==> config.mk <==
export PLATFORM = sky130hd
export DESIGN_NAME = matrix_row_shifter
export DESIGN_NICKNAME = d
export VERILOG_FILES = /design/src/rtl/matrix_row_shifter.sv
export SDC_FILE = /design/constraint.sdc
export NUM_CORES = 1
export LEC_CHECK = 0
export ABC_CLOCK_PERIOD_IN_PS = 1600
export CORE_MARGIN = 5
export CORE_UTILIZATION = 42
export CTS_BUF_LIST = sky130_fd_sc_hd__clkbuf_4 sky130_fd_sc_hd__clkbuf_8 sky130_fd_sc_hd__clkbuf_16
export DETAILED_ROUTE_END_ITERATION = 16
export GPL_TIMING_DRIVEN = 0
export PLACE_DENSITY = 0.72
export SYNTH_ARGS = -nofsm -noshare
export SYNTH_HDL_FRONTEND = slang
export SYNTH_SLANG_ARGS = --single-unit
==> constraint.sdc <==
create_clock -name clk -period 1.6 [get_ports clk]
set_clock_uncertainty 0.2 [all_clocks]
set_input_delay 0.32 -clock clk [delete_from_list [all_inputs] [get_ports clk]]
set_output_delay 0.32 -clock clk [all_outputs]
set_load 0.05 [all_outputs]
==> src/rtl/matrix_row_shifter.sv <==
// matrix_row_shifter: walks one row of COLUMNS pixels, samples the colour
// source for each column, picks one bit plane and shifts it out to an LED
// panel with a pixel clock, then strobes the panel latch.
//
// Handshake: start is a request with no ready signal. It is accepted only
// in the cycle the block reports busy=0 (IDLE or DONE). A start seen while
// busy=1 is dropped, never queued. The bit_plane value present at the
// accepting edge is the plane used for the whole row.
//
// Per-column cadence is LOAD -> SETUP -> HIGH:
//   LOAD  : column_address presents the column and the colour source answers
//           combinationally; pixel_rgb is loaded at the end of this cycle.
//   SETUP : data is stable on the pins with pixel_clock low (setup time).
//   HIGH  : pixel_clock high for one cycle. The following LOAD keeps the data
//           unchanged, which gives one cycle of hold after the falling edge.
// After the last column's HIGH the block spends one cycle in LATCH
// (pixel_latch=1), then one cycle in DONE (done=1). DONE accepts start
// exactly like IDLE, so rows can run back to back with no gap cycle.
//
// Every output is a register that is loaded with the value belonging to the
// state being entered, so all pins change cleanly on the clock edge.
module matrix_row_shifter #(
  parameter int COLUMNS   = 64,
  parameter int BIT_DEPTH = 6
) (
  input  logic                 clk,
  input  logic                 reset,
  input  logic                 start,
  input  logic [2:0]           bit_plane,
  output logic [5:0]           column_address,
  input  logic [BIT_DEPTH-1:0] red,
  input  logic [BIT_DEPTH-1:0] green,
  input  logic [BIT_DEPTH-1:0] blue,
  output logic [2:0]           pixel_rgb,
  output logic                 pixel_clock,
  output logic                 pixel_latch,
  output logic                 busy,
  output logic                 done,
  output logic [2:0]           state_dbg
);

  // IDLE is encoded as zero so a cleared state register reads as IDLE.
  typedef enum logic [2:0] {
    IDLE  = 3'd0,
    LOAD  = 3'd1,
    SETUP = 3'd2,
    HIGH  = 3'd3,
    LATCH = 3'd4,
    DONE  = 3'd5
  } state_t;

  localparam logic [5:0] LAST_COL = 6'(COLUMNS - 1);

  state_t     state;
  logic [2:0] plane_q;
  logic [5:0] col_q;
  logic [2:0] sel_rgb;

  // Bit-plane select: planes at or above BIT_DEPTH match no channel bit and
  // therefore shift zeros, while the clock and latch sequence is unchanged.
  always_comb begin
    sel_rgb = 3'b000;
    for (int i = 0; i < BIT_DEPTH; i++) begin
      if (plane_q == 3'(i)) begin
        sel_rgb = {red[i], green[i], blue[i]};
      end
    end
  end

  // Row sequencer: state, column counter, captured plane and all pin registers.
  always_ff @(posedge clk) begin
    if (reset) begin
      state          <= IDLE;
      plane_q        <= 3'd0;
      col_q          <= 6'd0;
      column_address <= 6'd0;
      pixel_rgb      <= 3'b000;
      pixel_clock    <= 1'b0;
      pixel_latch    <= 1'b0;
      busy           <= 1'b0;
      done           <= 1'b0;
    end else begin
      // done is a single-cycle pulse; only the LATCH branch raises it.
      done <= 1'b0;
      case (state)
        IDLE, DONE: begin
          column_address <= 6'd0;
          pixel_clock    <= 1'b0;
          pixel_latch    <= 1'b0;
          if (start) begin
            plane_q <= bit_plane;
            col_q   <= 6'd0;
            busy    <= 1'b1;
            state   <= LOAD;
          end else begin
            busy    <= 1'b0;
            state   <= IDLE;
          end
        end
        LOAD: begin
          // The only place the serial data pins are updated.
          pixel_rgb <= sel_rgb;
          state     <= SETUP;
        end
        SETUP: begin
          pixel_clock <= 1'b1;
          state       <= HIGH;
        end
        HIGH: begin
          pixel_clock <= 1'b0;
          if (col_q == LAST_COL) begin
            // Counter stops at the last column, so it never wraps.
            pixel_latch <= 1'b1;
            state       <= LATCH;
          end else begin
            col_q          <= col_q + 6'd1;
            column_address <= col_q + 6'd1;
            state          <= LOAD;
          end
        end
        LATCH: begin
          pixel_latch    <= 1'b0;
          busy           <= 1'b0;
          done           <= 1'b1;
          column_address <= 6'd0;
          state          <= DONE;
        end
        default: begin
          pixel_clock <= 1'b0;
          pixel_latch <= 1'b0;
          busy        <= 1'b0;
          state       <= IDLE;
        end
      endcase
    end
  end

  assign state_dbg = state;

endmodule

==> flow_summary.toml, run 1 <==
[routing]
drt.antenna.violating_nets = 0
drc = 0
routed_wl_mm = 3.47
drtIter0Drc = 85
via_count = 1327
drt-vias-per-instance = 5.33
routedWlPerCell_um = 13.9
first_pass_iters = 4

[global_route]
grt_pass1_wl_mm = 5.63
track_usage_pct = 16.5
antenna_found_initial = 0
grt-ovfl-total = 0
first_global_vias = 1327
grt_max_degree = 14

[pwr]
ir_drop_mv = 0.433
total_power_w = 0.00150
p_leak_nw = 0.718
p_per_area_nw_per_um2 = 795

[final_layout]
multiInputGateArea_um2 = 823
fin_nets = 231
seq_area_um2 = 518
syn_to_final_growth_pct = 43.1
drive_gt1_share_pct = 30.7
antenna_cells = 0
fillCellCount = 276

[timing]
slew_headroom_pct = 65.2
tightest_slew_ns = 0.522
setup-tns-final_ns = 0
period_share_pct = 99.9
post-route-min-period_ns = 1.60
timing.final.max_slew_violations = 0
hold_ws_ns = 0.278
finalHoldViolCount = 0
max_freq_ghz = 0.626
rsz0062_at_grt = "true"
setup_viol = 0
setup_ws_ns = 0.00187

[worst_setup_path]
arrival_ns = 1.65
required_ns = 1.66
rrSetupSlack_ns = 0.002
setup.worst_path.class = "in2reg"
crit_slowest_cell = "clkdlybuf4s50_1"
startpoint_type = "primary input"
cp-end-kind = "flop"
cp_slowest_stage_delay_ns = 0.50
crit_fanout = 7
path_cells = "clkdlybuf4s50_1 > inv_2 > nand2_1 > or4_4 > o311ai_2"

[clocking]
cts_tree = "built"
htreeDepth = 1
cts-root-buf = "clkbuf_4"
cts_hold_buf = 0
clock_path_buffers = 2
clk_transition_reported_paths_ns = 0.14
clock_latency_ns = 0.33
clock_sinks = 25
cts_made_buffers = 3

[synth]
syn_area_per_cell_um2 = 8.61
ys_seq_elements = 25
yosys.area.top_type = "dfxtp_1"
syn_area_um2 = 1320
synth-adder-area-share_pct = 0.950
synth_top_family_by_area = "simple AND/OR/NAND/NOR gates"
synth_cell_types = 48
ys.flop_type = "dfxtp_1"
yosysWarnings = 0
synth_xor_area_share_pct = 3.32
synth_edf_count = 0
netlist.area_leader.share_pct = 38.0
yosys.area_share.simple_pct = 25.3
synthArstFlopShare_pct = 0
synth_seq_area_share_pct = 38.0
muxShareOfSynthArea_pct = 7.60
synth_compound_area_share_pct = 19.8
syn-instance-count = 153
syn_nets = 178
synth_area_leaders = "dfxtp_1, mux2i_1, nand2_1, nor2_1, a21oi_1"

[hold_path]
hp-class = "reg2reg"

[floorplan]
num_rows = 20
start_util_pct = 43.5
core_area_um2 = 3030
die_h_um = 66.0
dieArea_um2 = 4360
ios = 40
die_w_um = 66.0

[flow_run]
max-cap-violations = 0

[run_status]
status = "finished, final reports clean"

[place]
place_ws_ns = -0.400
gp_congestion = 0.836
port-buffer-count = 39
hpwl_mm = 2.62
## per-layer routing
| layer | up-vias | share of wire [%] | track usage, % |
|---|---|---|---|
| met2 | 40 | 50 | 29.8 |
| met3 | 11 | 4.7 | 4.25 |
| met5 | - | 0 | 0 |
| met1 | 611 | 43 | 18.1 |
| li1 | 665 | - | - |
| met4 | 0 | 2.3 | 6.85 |
## power breakdown
part | total (W) | switching [W] | internal (W)
clock network | 0.000314 | 0.000199 | 0.000115
registers | 0.000695 | 0.0000360 | 0.000659
logic | 0.000489 | 0.000295 | 0.000194
total | 0.00150 | 0.000531 | 0.000968
## cells in the mapped netlist, drive strengths merged, types with 3 or more instances
cell type	instances
a211oi	3
a21oi	8
buf	6
clkbuf	3
dfxtp	25
inv	4
mux2i	10
nand2	14
nand2b	4
nand3	9
nor2	14
nor3	6
o21ai	9
xor2	3
## critical path: cells and delay by family
kind            cells  cell delay (ns)
simple gates        2             0.61
buf+inv             2             0.65
compound gates      1             0.07
## registers in the layout, summed over array words and instances, names as in the netlist
name            count
col_q               6
pixel_latch         1
column_address      6
state_dbg           3
done                1
plane_q             3
busy                1
pixel_rgb           3
pixel_clock         1
## cell type report
type,count,area share [%]
inverters,4,0.796
clock buffers,4,1.59
multi-input cells,115,43.7
well taps,44,2.92
flip-flops and latches,25,27.5
plain buffers,9,3.19
repair buffers,48,20.4
## worst paths after layout
kind,start,endpoint,depth (start not counted)
max,reset,column_address[3],5
min,column_address[4],column_address[4],2
max reg2reg,col_q[0],column_address[3],5
min reg2reg,column_address[4],column_address[4],2
## through the flow
step	cell area (um^2)	utilization (%)	std cells
6_report	1890	62.3	249
5_1_grt	1890	62.3	249
4_1_cts	1860	61.5	246
3_5_place_dp	1790	59.1	236
3_3_place_gp	1790	59.1	236
2_1_floorplan	1340	-	153
## cells in the final DEF, fill, tap and decap left out, drive strengths merged, types with 2 or more instances in the layout
cell / instances
xor2: 3
dfxtp: 25
a21oi: 8
xnor2: 2
or2: 2
o311ai: 2
buf: 29
nor2: 14
nand3: 9
a211oi: 3
nor3b: 2
nand2: 14
nand4: 2
mux2i: 10
inv: 4
o32ai: 2
nor3: 6
nand2b: 4
o21ai: 9
a32oi: 2
clkbuf: 8
nor4: 2
clkdlybuf4s50: 23
## kinds of logic after synthesis
group,count (synthesis)
DFF,25
muxes,10
buffers and inverters,13
adders and majority gates,1
xor gates and xnor gates,5
AOI/OAI and AO/OA,37
and+or+nand+nor,62
## repair_timing
item,4_1_cts,5_1_grt
resized for setup,67,35
pin swaps,4,3
setup buffers,6,3
setup endpoints to repair,28,23
Power figures use the tool's default switching activity.
==> run 2: changes to the inputs <==
Settings changed: ABC_CLOCK_PERIOD_IN_PS 1600 to 2050, CORE_UTILIZATION 42 to 50, PLACE_DENSITY 0.72 to 0.8.
Clock period 1.6 ns to 2.05 ns, I/O delays scaled along.
==> run 2 against run 1 <==
Final cell count fell by 9.2%. Sequential share of layout area up 1.0 points. Flip-flop and latch count did not move. Design area fell by 6.9%. Via count shrank 2.6%. Combinational power decreased by 25%. Largest power group unchanged. Highest routed layer unchanged.
==> flow_summary.toml, run 2 (synthesis results as in run 1) <==
[clocking]
cts_tree = "built"
clock_latency_ns = 0.33
clock_sinks = 25
clk_transition_reported_paths_ns = 0.14
clock_path_buffers = 2
cts_made_buffers = 3
postCtsSetupRepairBufs = 0
htreeDepth = 1
cts-root-buf = "clkbuf_4"

[place]
place_ws_ns = 0.00625
hpwl_mm = 2.47
port-buffer-count = 39
placed_cells = 222
gp_congestion = 0.831

[routing]
routedWlPerCell_um = 14.6
drc = 0
first_pass_iters = 4
routed_wl_mm = 3.30
drt-vias-per-instance = 5.72
via_count = 1293
drt.antenna.violating_nets = 0
drtIter0Drc = 95

[final_layout]
fin_nets = 222
final_common_cell = "dfxtp_1"
syn_to_final_growth_pct = 33.2
antenna_cells = 0
final_cell_mix = "dfxtp_1, clkdlybuf4s50_1, dlygate4sd2_1, nor2_1, nand2_1"
reg_top3 = "col_q: 6 flops, column_address: 6 flops"
drive_gt1_share_pct = 8.67
final_cells = 226
fin_util_pct = 70.2

[timing]
timing.final.max_slew_violations = 0
finalHoldViolCount = 0
hold_ws_ns = 0.272
tightest_slew_ns = 0.509
rsz0062_at_grt = "false"
slew_headroom_pct = 66.2
setup_ws_ns = 0.100
max_freq_ghz = 0.513
setup_viol = 0
post-route-min-period_ns = 1.95
setup-tns-final_ns = 0
period_share_pct = 95.1

[floorplan]
core_area_um2 = 2500
die_w_um = 61.3
die_h_um = 61.3
dieArea_um2 = 3760
start_util_pct = 52.7
ios = 40
num_rows = 18

[worst_setup_path]
cp_slowest_stage_delay_ns = 0.56
crit_fanout = 6
crit_path_end = "state_dbg[1]"
crit_family = "buffers and inverters"
startpoint_type = "flop"
setup.worst_path.class = "reg2out"
path_buf_inv = 1
required_ns = 1.44
crit_path_start = "state_dbg[1]"
cp-end-kind = "primary output"
arrival_ns = 1.34
rr_endpoint = "column_address[0]"
reg2reg_from = "col_q[0]"
rrSetupSlack_ns = 0.19
crit_slowest_cell = "dlygate4sd2_1"
path_depth = 1
ff2ff_path_depth = 5
path_cells = "dlygate4sd2_1"

[global_route]
grt_max_degree = 14
track_usage_pct = 19.1
antenna_found_initial = 0
grt-ovfl-total = 0
first_global_vias = 1282
grt_pass1_wl_mm = 5.42

[flow_run]
max-cap-violations = 0

[run_status]
status = "finished, final reports clean"

[pwr]
p_leak_nw = 0.700
p_per_area_nw_per_um2 = 659
ir_drop_mv = 0.569

[hold_path]
hp-class = "reg2reg"
run 2: worst min-delay path: stages (launching register included):
cell,delay (ns)
dfxtp_1,0.33
nand3_1,0.06
a21oi_1,0.06
run 2: worst min-delay path by stage:
stage,startpoint,to,slack (ns),cells after the start
after detailed placement,column_address[5],column_address[5],0.26,2
after floorplan,col_q[5],col_q[5],0.28,2
final,column_address[5],column_address[5],0.27,2
after global routing,column_address[5],column_address[5],0.31,2
after global placement,column_address[5],column_address[5],0.26,2
after CTS,column_address[5],column_address[5],0.28,2
run 2: stage by stage:
stage	power, W	area [um^2]
after floorplan	0.000802	1320
after global placement	0.000929	1750
after detailed placement	0.000935	1750
after CTS	0.00115	1760
after global routing	0.00121	1760
final	0.00116	1760
run 2: power breakdown:
group          leakage, nW  internal [W]  switching, W
logic                0.478      0.000147      0.000222
clock network       0.0184     0.0000898      0.000155
registers            0.203      0.000515     0.0000284
run 2: timing repair:
item | 4_1_cts | 5_1_grt
setup endpoints to repair | 16 | 0
hold buffers | 0 | 0
resized for setup | 16 | 0
run 2: layout make-up:
cell class                      instances  area [um^2]
Buffer                                  9         52.6
Inverter                                4         15.0
Sequential cell                        25          500
Clock buffer                            4         30.0
Timing Repair Buffer                   39          370
Multi-Input combinational cell        115          749
Tap cell                               30         37.5
Fill cell                             198          744
run 2: layer usage:
layer | global-route usage [%] | share of wire (%)
met1 | 22.9 | 45
met2 | 31.4 | 45
met3 | 5.45 | 6.8
met4 | 9.39 | 2.4
met5 | 0 | 0
